[src/rtl/pv_pkg.sv]
// Shared definitions for the player/video blocks: vertical motion states,
// screen geometry and sprite image indices.
package pv_pkg;

  typedef enum logic [1:0] {
    ST_GROUND = 2'd0,
    ST_RISE   = 2'd1,
    ST_FALL   = 2'd2,
    ST_LAND   = 2'd3
  } motion_state_t;

  localparam int SCR_W  = 640;
  localparam int SCR_H  = 480;
  localparam int VBUF_W = 320;
  localparam int VBUF_H = 240;
  localparam int SPR_W  = 78;
  localparam int SPR_H  = 79;
  localparam int NET_X  = 320;

  localparam logic [2:0] ANIM_WALK0 = 3'd0;
  localparam logic [2:0] ANIM_RISE  = 3'd4;
  localparam logic [2:0] ANIM_FALL  = 3'd5;
  localparam logic [2:0] ANIM_LAND  = 3'd6;
  localparam logic [2:0] ANIM_WIN   = 3'd7;

  function automatic logic is_airborne(motion_state_t s);
    return (s == ST_RISE) || (s == ST_FALL);
  endfunction

endpackage

[src/rtl/edge_detect.sv]
// Registered falling-edge detector: pulse is high for one clock on the
// cycle after a 1->0 transition of sig is captured.
module edge_detect (
  input  logic clk,
  input  logic reset,
  input  logic sig,
  output logic pulse
);

  logic sig_q;

  // sig_q starts low so a signal that is already low out of reset is not an edge
  always_ff @(posedge clk) begin
    if (reset) begin
      sig_q <= 1'b0;
      pulse <= 1'b0;
    end else begin
      sig_q <= sig;
      pulse <= sig_q & ~sig;
    end
  end

endmodule

[src/rtl/player_motion_ctrl.sv]
// Per-player motion controller: once per video frame converts buttons into
// sprite right-edge x, top y and an animation frame index.
module player_motion_ctrl
  import pv_pkg::*;
#(
  parameter int X_MIN    = 155,
  parameter int X_MAX    = 319,
  parameter int X_INIT   = 200,
  parameter int SPEED    = 4,
  parameter int GROUND_Y = 260,
  parameter int JUMP_V0  = 16,
  parameter int GRAVITY  = 1,
  parameter int VMAX     = 16,
  parameter int ANIM_DIV = 6
) (
  input  logic       clk,
  input  logic       reset,
  input  logic       vsync,
  input  logic       btn_left,
  input  logic       btn_right,
  input  logic       btn_jump,
  input  logic       freeze,
  output logic [9:0] pos_x,
  output logic [9:0] pos_y,
  output logic       airborne,
  output logic [2:0] anim_frame,
  output logic       frame_tick
);

  localparam int DIV_W = (ANIM_DIV > 1) ? $clog2(ANIM_DIV) : 1;
  localparam logic [DIV_W-1:0] DIV_LAST = DIV_W'(ANIM_DIV - 1);

  localparam logic [10:0] XMIN_W   = 11'(X_MIN);
  localparam logic [10:0] XMAX_W   = 11'(X_MAX);
  localparam logic [10:0] SPEED_W  = 11'(SPEED);
  localparam logic [10:0] GROUND_W = 11'(GROUND_Y);
  localparam logic [9:0]  XMIN10   = 10'(X_MIN);
  localparam logic [9:0]  XMAX10   = 10'(X_MAX);
  localparam logic [9:0]  XINIT10  = 10'(X_INIT);
  localparam logic [9:0]  GROUND10 = 10'(GROUND_Y);
  localparam logic [5:0]  V0_W     = 6'(JUMP_V0);
  localparam logic [5:0]  GRAV_W   = 6'(GRAVITY);
  localparam logic [5:0]  VMAX_W   = 6'(VMAX);

  logic tick;

  motion_state_t    state, state_nxt;
  logic [5:0]       vy, vy_nxt;
  logic             jump_armed, armed_nxt;
  logic [DIV_W-1:0] walk_cnt, walk_cnt_nxt;
  logic [1:0]       walk_phase, walk_phase_nxt;
  logic [9:0]       pos_x_nxt, pos_y_nxt;
  logic             airborne_nxt;
  logic [2:0]       anim_nxt;
  logic [10:0]      x_ext, y_ext, y_fall;
  logic [6:0]       vy_up;
  logic [5:0]       vy_fall;
  logic             moving;

  edge_detect u_vsync_fall (
    .clk   (clk),
    .reset (reset),
    .sig   (vsync),
    .pulse (tick)
  );

  assign frame_tick = tick;

  // Horizontal step; widened to 11 bits so a left step near zero cannot wrap
  always_comb begin
    x_ext     = {1'b0, pos_x};
    moving    = btn_left ^ btn_right;
    pos_x_nxt = pos_x;
    if (btn_left && !btn_right) begin
      pos_x_nxt = (x_ext < XMIN_W + SPEED_W) ? XMIN10 : 10'(x_ext - SPEED_W);
    end else if (btn_right && !btn_left) begin
      pos_x_nxt = (x_ext + SPEED_W > XMAX_W) ? XMAX10 : 10'(x_ext + SPEED_W);
    end
  end

  // Vertical state machine; a held jump button only re-arms after one release tick
  always_comb begin
    state_nxt = state;
    vy_nxt    = vy;
    pos_y_nxt = pos_y;
    armed_nxt = jump_armed | ~btn_jump;
    y_ext     = {1'b0, pos_y};
    vy_up     = {1'b0, vy} + {1'b0, GRAV_W};
    vy_fall   = (vy_up > {1'b0, VMAX_W}) ? VMAX_W : vy_up[5:0];
    y_fall    = y_ext + {5'b0, vy_fall};
    case (state)
      ST_GROUND: begin
        if (btn_jump && jump_armed) begin
          state_nxt = ST_RISE;
          vy_nxt    = V0_W;
          armed_nxt = 1'b0;
        end
      end
      ST_RISE: begin
        pos_y_nxt = 10'(y_ext - {5'b0, vy});
        if (vy <= GRAV_W) begin
          vy_nxt    = '0;
          state_nxt = ST_FALL;
        end else begin
          vy_nxt = vy - GRAV_W;
        end
      end
      ST_FALL: begin
        if (y_fall >= GROUND_W) begin
          pos_y_nxt = GROUND10;
          vy_nxt    = '0;
          state_nxt = ST_LAND;
        end else begin
          pos_y_nxt = 10'(y_fall);
          vy_nxt    = vy_fall;
        end
      end
      ST_LAND: state_nxt = ST_GROUND;
      default: state_nxt = ST_GROUND;
    endcase
  end

  // Sprite index follows the state being entered; walk cycle only runs on the ground
  always_comb begin
    walk_cnt_nxt   = walk_cnt;
    walk_phase_nxt = walk_phase;
    anim_nxt       = ANIM_WALK0;
    airborne_nxt   = is_airborne(state_nxt);
    case (state_nxt)
      ST_GROUND: begin
        if (moving) begin
          if (walk_cnt == DIV_LAST) begin
            walk_cnt_nxt   = '0;
            walk_phase_nxt = walk_phase + 2'd1;
          end else begin
            walk_cnt_nxt = walk_cnt + DIV_W'(1);
          end
          anim_nxt = {1'b0, walk_phase_nxt};
        end else begin
          walk_cnt_nxt   = '0;
          walk_phase_nxt = '0;
          anim_nxt       = ANIM_WALK0;
        end
      end
      ST_RISE: anim_nxt = ANIM_RISE;
      ST_FALL: anim_nxt = ANIM_FALL;
      ST_LAND: anim_nxt = ANIM_LAND;
      default: anim_nxt = ANIM_WALK0;
    endcase
  end

  // All motion state advances only on an unfrozen frame tick
  always_ff @(posedge clk) begin
    if (reset) begin
      state      <= ST_GROUND;
      vy         <= '0;
      jump_armed <= 1'b0;
      walk_cnt   <= '0;
      walk_phase <= '0;
      pos_x      <= XINIT10;
      pos_y      <= GROUND10;
      airborne   <= 1'b0;
      anim_frame <= ANIM_WALK0;
    end else if (tick && !freeze) begin
      state      <= state_nxt;
      vy         <= vy_nxt;
      jump_armed <= armed_nxt;
      walk_cnt   <= walk_cnt_nxt;
      walk_phase <= walk_phase_nxt;
      pos_x      <= pos_x_nxt;
      pos_y      <= pos_y_nxt;
      airborne   <= airborne_nxt;
      anim_frame <= anim_nxt;
    end
  end

endmodule
[config.mk]
export PLATFORM = sky130hd
export DESIGN_NAME = player_motion_ctrl
export DESIGN_NICKNAME = d
export VERILOG_FILES = /design/src/rtl/pv_pkg.sv /design/src/rtl/edge_detect.sv /design/src/rtl/player_motion_ctrl.sv
export SDC_FILE = /design/constraint.sdc
export NUM_CORES = 1
export LEC_CHECK = 0
export ABC_AREA = 1
export CELL_PAD_IN_SITES_DETAIL_PLACEMENT = 1
export CELL_PAD_IN_SITES_GLOBAL_PLACEMENT = 2
export CORE_MARGIN = 2
export CORE_UTILIZATION = 33
export CTS_BUF_LIST = sky130_fd_sc_hd__clkbuf_4 sky130_fd_sc_hd__clkbuf_8
export CTS_CLUSTER_SIZE = 30
export DETAILED_ROUTE_END_ITERATION = 10
export PLACE_DENSITY_LB_ADDON = 0.1
export SLEW_MARGIN = 20
export SYNTH_ARGS = -nofsm -noshare
export SYNTH_HDL_FRONTEND = slang
export SYNTH_HIERARCHICAL = 1
export SYNTH_SLANG_ARGS = --single-unit
[constraint.sdc]
create_clock -name clk -period 3.8 [get_ports clk]
set_input_delay 0.76 -clock clk [delete_from_list [all_inputs] [get_ports clk]]
set_output_delay 0.76 -clock clk [all_outputs]
set_load 0.01 [all_outputs]
; Word level (Yosys, flattened, before mapping)
; Index checks and enable logic that the tools add are counted.
[op_classes]
n_addsub = 8
order_cmp = 5
eq_ne = 8
n_mux = 23
bitwise = 5
n_reduce_logical = 17
[op_table]
columns = op, count
row1 = 2-to-1 mux 10 bit, 5
row2 = 2-to-1 mux 6 bit, 4
row3 = case mux 10 bit (2 select lines), 1
row4 = case mux 6 bit (3 select lines), 1
row5 = 2-to-1 mux 2 bit, 6
row6 = case mux 3 bit (4 select lines), 1
row7 = adder 10 x 3 -> 11 bit (second input constant), 1
row8 = adder 10 x 6 -> 11 bit, 1
row9 = greater-or-equal comparator 11 x 9 -> 1 bit (second input constant), 1
row10 = > comparator 11 x 9 -> 1 bit (second input constant), 1
row11 = < comparator 10 x 8 -> 1 bit (second input constant), 1
row12 = subtractor 10 x 3 -> 10 bit (second input constant), 1
row13 = subtractor 10 x 6 -> 10 bit, 1
row14 = == test 2 bit (second input constant), 4
row15 = case mux 2 bit (4 select lines), 1
row16 = adder 6 x 1 -> 7 bit (second input constant), 1
row17 = > comparator 7 x 5 -> 1 bit (second input constant), 1
row18 = less-or-equal comparator 6 x 1 -> 1 bit (second input constant), 1
row19 = 2-to-1 mux 3 bit, 2
row20 = AND reduction 2 bit, 3
row21 = subtractor 6 x 1 -> 6 bit (second input constant), 1
row22 = == test 2 x 1 -> 1 bit (second input constant), 2
row23 = logical AND 1 bit, 4
row24 = logical NOT 2 bit, 2
row25 = other kinds (14), 19
[totals]
register_bits = 40
in_bits = 7
wordCells = 77

; Logic depth before layout (Yosys ltp)
; Gate-level depths: netlist (run 1).
[logic_depth]
word_depth = 9
ltp_mapped = 32

; Hierarchy
; Netlist (run 1), hierarchy kept.
[modules_own_cells]
columns = mod, n_inst, cells_per_inst, area_per_inst_um2, seq_area_each_um2
row1 = player_motion_ctrl, 1, 504, 3230.6, 740.7
row2 = edge_detect, 1, 6, 60.1, 40.0

; Least setup slack after synthesis (run 1)
; OpenSTA, ideal clock, no wires.
[synth_timing]
path_type = flip-flop to flip-flop
startpoint = reg vy[2]
endpoint = reg walk_cnt[2]
setup_time_ns = 0.121
arrival_time_ns = 3.355
t_required_ns = 3.679
slack_ns = 0.323
stages_incl_launch_ff = 31
synth_period_minus_slack_ns = 3.477
cell_sequence = dfxtp_1 > buf_2 > nand3_2 > or2_1 > xor2_1 > nand2_1 > nor2_1 > ha_1 > inv_1 > fa_1 > inv_1 > nand2_1 > nand2_1 > nand3_1 > nand2_1 > nand3_1 > nor2_1 > nand3_1 > nand2_2 > nand2_2 > nand2_1 > nand2_1 > nand2_2 > ha_1 > inv_1 > nor2_1 > inv_1 > nand2_1 > o31ai_1 > nand2_1 > o21ai_0
[synth_between]
elab_chain_cells = 9
elab_cells_between_ends = 11
cone_classes = add/sub (2) / order compare (3) / mux (4) / reduce/logical (2)
[synth_rtl]
columns = item, line_no
row1 = start: declaration, player_motion_ctrl.sv:48  ; logic [5:0] vy, vy_nxt;
row2 = start signal: assignment, player_motion_ctrl.sv:166  ; vy <= vy_nxt;
row3 = adder 6 x 1 -> 7 bit, player_motion_ctrl.sv:88  ; vy_up = {1'b0, vy} + {1'b0, GRAV_W};
row4 = > comparator 7 x 5 -> 1 bit, player_motion_ctrl.sv:89  ; vy_fall = (vy_up > {1'b0, VMAX_W}) ? VMAX_W : vy_up[5:0];
row5 = 2-to-1 mux 6 bit, player_motion_ctrl.sv:89
row6 = adder 10 x 6 -> 11 bit, player_motion_ctrl.sv:90  ; y_fall = y_ext + {5'b0, vy_fall};
row7 = greater-or-equal comparator 11 x 9 -> 1 bit, player_motion_ctrl.sv:109  ; if (y_fall >= GROUND_W) begin
row8 = 2-to-1 mux 2 bit, player_motion_ctrl.sv:109
row9 = case mux 2 bit (4 select lines) (*), player_motion_ctrl.sv:91  ; case (state)
row10 = logical NOT 2 bit (*), player_motion_ctrl.sv:129  ; case (state_nxt)
row11 = AND reduction 2 bit (no line) (*), --
row12 = end signal: assignment, player_motion_ctrl.sv:168  ; walk_cnt <= walk_cnt_nxt;
row13 = end: declaration, player_motion_ctrl.sv:50  ; logic [DIV_W-1:0] walk_cnt, walk_cnt_nxt;
; Every way passes the cells marked *; elsewhere a longest branch is shown, timed or not.
; A chain may end at the register's enable or synchronous reset.

; Worst setup path after layout (run 1)
[layout_timing]
startpoint = reg vy[0]
endpoint = reg anim_frame[0]
[layout_between]
elab_chain_cells = 9
elab_cells_between_ends = 14
cone_classes = add/sub (2) / order compare (3) / eq/ne (3) / mux (5) / reduce/logical (1)
[layout_rtl]
columns = item, line_no
row1 = adder 6 x 1 -> 7 bit, player_motion_ctrl.sv:88
row2 = > comparator 7 x 5 -> 1 bit, player_motion_ctrl.sv:89
row3 = 2-to-1 mux 6 bit, player_motion_ctrl.sv:89
row4 = adder 10 x 6 -> 11 bit, player_motion_ctrl.sv:90
row5 = greater-or-equal comparator 11 x 9 -> 1 bit, player_motion_ctrl.sv:109
row6 = 2-to-1 mux 2 bit, player_motion_ctrl.sv:109
row7 = case mux 2 bit (4 select lines) (*), player_motion_ctrl.sv:91
row8 = == test 2 bit (tied with other cells), player_motion_ctrl.sv:129
row9 = case mux 3 bit (4 select lines) (*), player_motion_ctrl.sv:129
row10 = end signal: assignment, player_motion_ctrl.sv:173  ; anim_frame <= anim_nxt;
row11 = end: declaration, player_motion_ctrl.sv:26  ; output logic [2:0] anim_frame,
; Marks and branches as above.

==> metrics.yaml, run 1 <==
clocking:
  clk_pin_slew_ns: 0.09
  cts-root-buf: "clkbuf_8"
  cts.sinks: 39
  cts_max_level: 2
  cts.path.max_buffers: 2
  cts_tree: "yes"
  cts_inserted_buffers: 5
  clock_latency_ns: 0.31
sta:
  max-slew-margin-rel_pct: 54.1
  finalSetupViolCount: 0
  fmax_mhz: 279
  fin_skew_ns: 0.0103
  period_needed_ns: 3.58
  maxSlewViolCount: 0
  finalCritPeriodShare_pct: 94.3
  worst_pin_slew_ns: 0.688
  finalHoldViolCount: 0
  fin_tns_setup_ns: 0
placement:
  port_buffers: 31
  place.gp.congestion: 0.808
  dp_hpwl_um: 7760
synthesis:
  synthXorXnorAreaFrac_pct: 3.46
  synth_fa_ha_area_share_pct: 11.5
  netlist_top_cells_area: "dfxtp_1 24%, nand2_1 12%, ha_1 10%, inv_1 9.0%, a21oi_1 6.4%"
  async_flop_share_pct: 0
  syn-mean-instance-area_sq_um: 6.45
  yosysTopAreaCell: "dfxtp_1"
  synth_seq_cells: 39
  synth.yosys.seq_area_share_pct: 23.7
  ys_warn_count: 6
  synth_simple_gate_area_share_pct: 32.3
  synth_mux_area_share_pct: 0
  synth_top_family_by_area: "simple AND/OR/NAND/NOR gates"
  yosysTopAreaCellShare_pct: 23.7
  synthFlopType: "dfxtp_1"
  netlist_area_sq_mm: 0.00329
  synth_nets: 546
  ys_types: 40
  synthCells: 510
  synth_compound_area_share_pct: 17.1
  synth_edf_count: 0
die:
  fp.dieArea_sq_mm: 0.0108
  rows: 36
  fp.coreArea_sq_mm: 0.00973
  die_w_um: 104
  die-height_um: 104
  pin_count: 32
  start_util_pct: 33.8
routing:
  drc_errors: 0
  antenna_left: 0
  wirelength_um: 10200
  drtPass1Iterations: 4
  vias: 3394
  vias_per_cell: 4.92
  wl_per_cell_um: 14.8
  drtIter0Drc: 77
worst_setup_path:
  crit_path_end_kind: "flip-flop"
  worstSetupPathType: "flip-flop to flip-flop"
  critPathMaxFanout: 4
  crit_required_ns: 4.04
  cp.arrival_ns: 3.82
  cp_common_cell: "nand2_2"
  crit_path_start_kind: "flip-flop"
  slowest_delay_ns: 0.38
  cp_slowest_cell: "dfxtp_4"
min_path:
  min_path_type: "flip-flop to flip-flop"
layout:
  drive_gt1_share_pct: 17.1
  layout.nets: 592
  diodes: 0
  syn_to_final_growth_pct: 25.6
  fin_util_pct: 42.5
pwr:
  powerDensity_mw_per_mm2: 209
  p_leak_uw: 0.00179
  peakVddDrop_mv: 0.100
  fin_total_pwr_uw: 862
grt:
  grt_overflow: 0
  grt_pass1_vias: 3458
  antenna_found_initial: 0
  grt_max_degree: 24
  grt_pass1_wl_um: 16800
  grt_usage_pct: 18.8
run_status:
  status: "finished, final reports clean"
run:
  maxCapViolations: 0
routing by layer:
layer	wire length, um	GRT usage [%]	vias to the layer above
met3	162	2.38	6
met4	106	4.34	0
met1	4960	25.0	1613
met5	0	0	-
met2	4960	32.5	27
li1	-	-	1748
through the flow:
stage	instance area [sq um]	hold slack (ns)	std cells	setup WS (ns)
finish	4130	0.431	690	0.217
global route	4130	0.453	690	-0.124
CTS	3920	0.434	683	0.0131
detailed placement	3800	0.422	675	-0.124
global placement	3800	0.418	675	0.108
floorplan	3290	0.414	510	0.323
final timing paths:
check | startpoint | endpoint | slack (ns) | depth (start not counted)
min | u_vsync_fall/sig_q | u_vsync_fall/pulse | 0.43 | 2
min reg2reg | u_vsync_fall/sig_q | u_vsync_fall/pulse | 0.43 | 2
max | vy[0] | anim_frame[0] | 0.22 | 31
max reg2reg | vy[0] | anim_frame[0] | 0.22 | 31
registers in the layout, indices dropped and copies added (netlist names), 2 cells and up:
name	count
anim_frame	3
pos_y	10
walk_phase	2
vy	6
state	2
walk_cnt	3
pos_x	9
kinds of logic after synthesis:
kind of cell               count (synthesis)
and+or+nand+nor                          230
AOI/OAI and AO/OA                        101
buffers and inverters                     97
DFF                                       39
adders and majority gates                 29
xor gates and xnor gates                  13
other                                      1
power by group:
part	internal, uW	leakage, uW	switching [uW]
clock network	196	0.0000581	173
registers	410	0.000318	4.52
logic	30.4	0.00142	47.7
cell usage in the layout, fill, tap and decap left out, drive strengths merged, types with 3 or more instances in the layout:
| master | count |
|---|---|
| nand2 | 109 |
| inv | 85 |
| nor2 | 52 |
| a21oi | 45 |
| nand3 | 42 |
| dfxtp | 39 |
| o21ai | 36 |
| clkdlybuf4s50 | 31 |
| ha | 27 |
| buf | 20 |
| nand4 | 15 |
| xor2 | 11 |
| nor3 | 8 |
| a31oi | 5 |
| clkbuf | 5 |
| a22oi | 4 |
| or2 | 4 |
| o22ai | 3 |
cell type report:
class | instances | area (sq um)
fillers | 1292 | 5600
inverters | 85 | 322
flip-flops and latches | 39 | 793
clock buffers | 5 | 68.8
repair buffers | 51 | 460
multi-input cells | 374 | 2280
well taps | 133 | 166
clock inverters | 3 | 43.8
worst max-delay path, delay by kind of cell, from the launching register on:
kind / cells / cell delay [ns]
and+or+nand+nor: 16 / 1.34
adders and majority gates: 4 / 0.81
AOI/OAI and AO/OA: 6 / 0.62
DFF: 1 / 0.38
buffers and inverters: 5 / 0.35
cells in the mapped netlist (7+ instances only):
cell type  instances
nand3_1           37
a21oi_1           42
dfxtp_1           39
nor2_1            44
nand4_1           15
o21ai_0           29
inv_1             79
ha_1              27
nand2_2            7
xor2_1            11
nand2_1          102
o21ai_1            7
what timing repair did:
| item | CTS | global route |
|---|---|---|
| cloned | 0 | 0 |
| buffers inserted | 0 | 7 |
| pin swaps | 0 | 13 |
| endpoints found under the setup margin | 4 | 8 |
| resized for setup | 7 | 41 |
| hold buffers | 0 | 0 |
No activity file was read; power rests on OpenSTA's default activity.
==> run 2: changes to the inputs <==
- GPL_ROUTABILITY_DRIVEN: default -> 0
- REMOVE_ABC_BUFFERS: default -> 1
==> run 2 against run 1 <==
  * Global-route usage down 0.27 points
  * Highest routed layer unchanged
  * Power up 0.68%
  * Sequential power about the same
  * Sequential share of layout area about the same
==> metrics.yaml, run 2 (synthesized netlist as in run 1, its figures left out) <==
run_status:
  status: "finished, final reports clean"
routing:
  drc_errors: 0
  drtIter0Drc: 95
  vias_per_cell: 4.91
  antenna_left: 0
  drtPass1Iterations: 4
  vias: 3391
  wirelength_um: 9980
  wl_per_cell_um: 14.4
worst_setup_path:
  crit_required_ns: 4.01
  r2r_start: "vy[0]"
  cp.arrival_ns: 3.82
  worstSetupPathType: "flip-flop to flip-flop"
  cp-startpoint: "vy[0]"
  cp_common_cell: "nand2_2"
  r2r_slack_ns: 0.19
  cp_slowest_cell: "dfxtp_4"
  crit_path_start_kind: "flip-flop"
  critPathMaxFanout: 4
  slowest_delay_ns: 0.38
  crit_path_end_kind: "flip-flop"
layout:
  final_cell_mix: "96 x nand2_1, 74 x inv_1, 40 x a21oi_1, 39 x nor2_1"
  design_area_sq_mm: 0.00411
  final_common_cell: "nand2_1"
  layout.nets: 593
  top_register: "pos_y"
  syn_to_final_growth_pct: 25.0
  drive_gt1_share_pct: 17.2
  largest_register_ffs: 10
  fin_util_pct: 42.3
  top_regs: "pos_y: 10 flops, pos_x: 9 flops, vy: 6 flops"
  diodes: 0
min_path:
  min_path_type: "flip-flop to flip-flop"
  min_from: "u_vsync_fall/sig_q"
clocking:
  cts.path.max_buffers: 2
  cts_max_level: 2
  hold_buffers: 0
  clk_pin_slew_ns: 0.10
  cts_tree: "yes"
  cts_inserted_buffers: 5
  clock_latency_ns: 0.31
  cts-root-buf: "clkbuf_8"
  cts.sinks: 39
placement:
  dpl_cell_area_sq_mm: 0.00380
  dp_hpwl_um: 7680
  port_buffers: 31
sta:
  finalHoldViolCount: 0
  finalSetupViolCount: 0
  max-slew-margin-rel_pct: 56.0
  period_needed_ns: 3.61
  fin_skew_ns: 0.0117
  finalCritPeriodShare_pct: 95.1
  maxSlewViolCount: 0
  fmax_mhz: 277
  worst_pin_slew_ns: 0.660
pwr:
  peakVddDrop_mv: 0.166
  fin_total_pwr_uw: 868
  powerDensity_mw_per_mm2: 211
  p_leak_uw: 0.00179
die:
  fp.dieArea_sq_mm: 0.0108
  start_util_pct: 33.8
  die-height_um: 104
  pin_count: 32
  fp.coreArea_sq_mm: 0.00973
  rows: 36
  die_w_um: 104
grt:
  grt_usage_pct: 18.5
  antenna_found_initial: 0
  grt_max_degree: 25
  grt_overflow: 0
  grt_pass1_wl_um: 16800
  grt_pass1_vias: 3450
run:
  maxCapViolations: 0
run 2: cell count changes in the layout (fill, tap and decap cells not counted), moves of 2 or more:
cell / previous run / this run
ha_2: 0 / 2
ha_4: 4 / 2
nand2_2: 11 / 9
inv_2: 9 / 11
run 2: cell type report:
class	instances	area [sq um]
multi-input combinational	374	2250
timing repair buffer	52	468
sequential	39	791
fill	1285	5620
clock buffer	5	68.8
inverter	85	319
tap	133	166
clock inverter	3	46.3
run 2: metrics by stage:
step	setup WS [ns]	std cells	setup TNS, ns	hold slack, ns
final	0.188	691	0	0.439
after global routing	-0.116	691	-0.356	0.469
after CTS	0.00779	684	0	0.442
after detailed placement	-0.113	676	-0.459	0.425
after global placement	0.0920	676	0	0.421
after floorplan	0.223	498	0	0.414
run 2: path summary, 6_finish.rpt:
path                            cells after the start                 end
worst min register to register                      2  u_vsync_fall/pulse
worst max-delay path                               32         walk_cnt[0]
worst max register to register                     32         walk_cnt[0]
worst min-delay path                                2  u_vsync_fall/pulse
run 2: layer usage:
layer | routed length [um] | part of all wire [%] | global-route usage, % | up-vias
li1 | - | - | - | 1755
met1 | 4990 | 50 | 26.0 | 1598
met2 | 4770 | 48 | 30.4 | 33
met3 | 178 | 1.8 | 2.26 | 5
met4 | 53 | 0.53 | 4.34 | 0
met5 | 0 | 0 | 0 | -
run 2: timing repair:
action | in CTS | in global routing
endpoints found under the setup margin | 5 | 8
pin swaps | 0 | 9
setup buffers | 0 | 7
resized for setup | 6 | 38
run 2: critical path: cells and delay by family, from the launching register on:
family / cells / cell delay, ns
AND/OR/NAND/NOR: 17 / 1.41
buffers and inverters: 6 / 0.38
adder cells (fa/ha/maj): 4 / 0.87
AO/OA/AOI/OAI: 5 / 0.44
flip-flops: 1 / 0.38
run 2: where the power goes:
part / internal (uW) / switching (uW) / total, uW / leakage [uW]
sequential: 411 / 4.48 / 415 / 0.000318
clock: 198 / 175 / 374 / 0.0000548
combinational: 30.7 / 48.3 / 78.9 / 0.00142
total: 639 / 228 / 868 / 0.00179
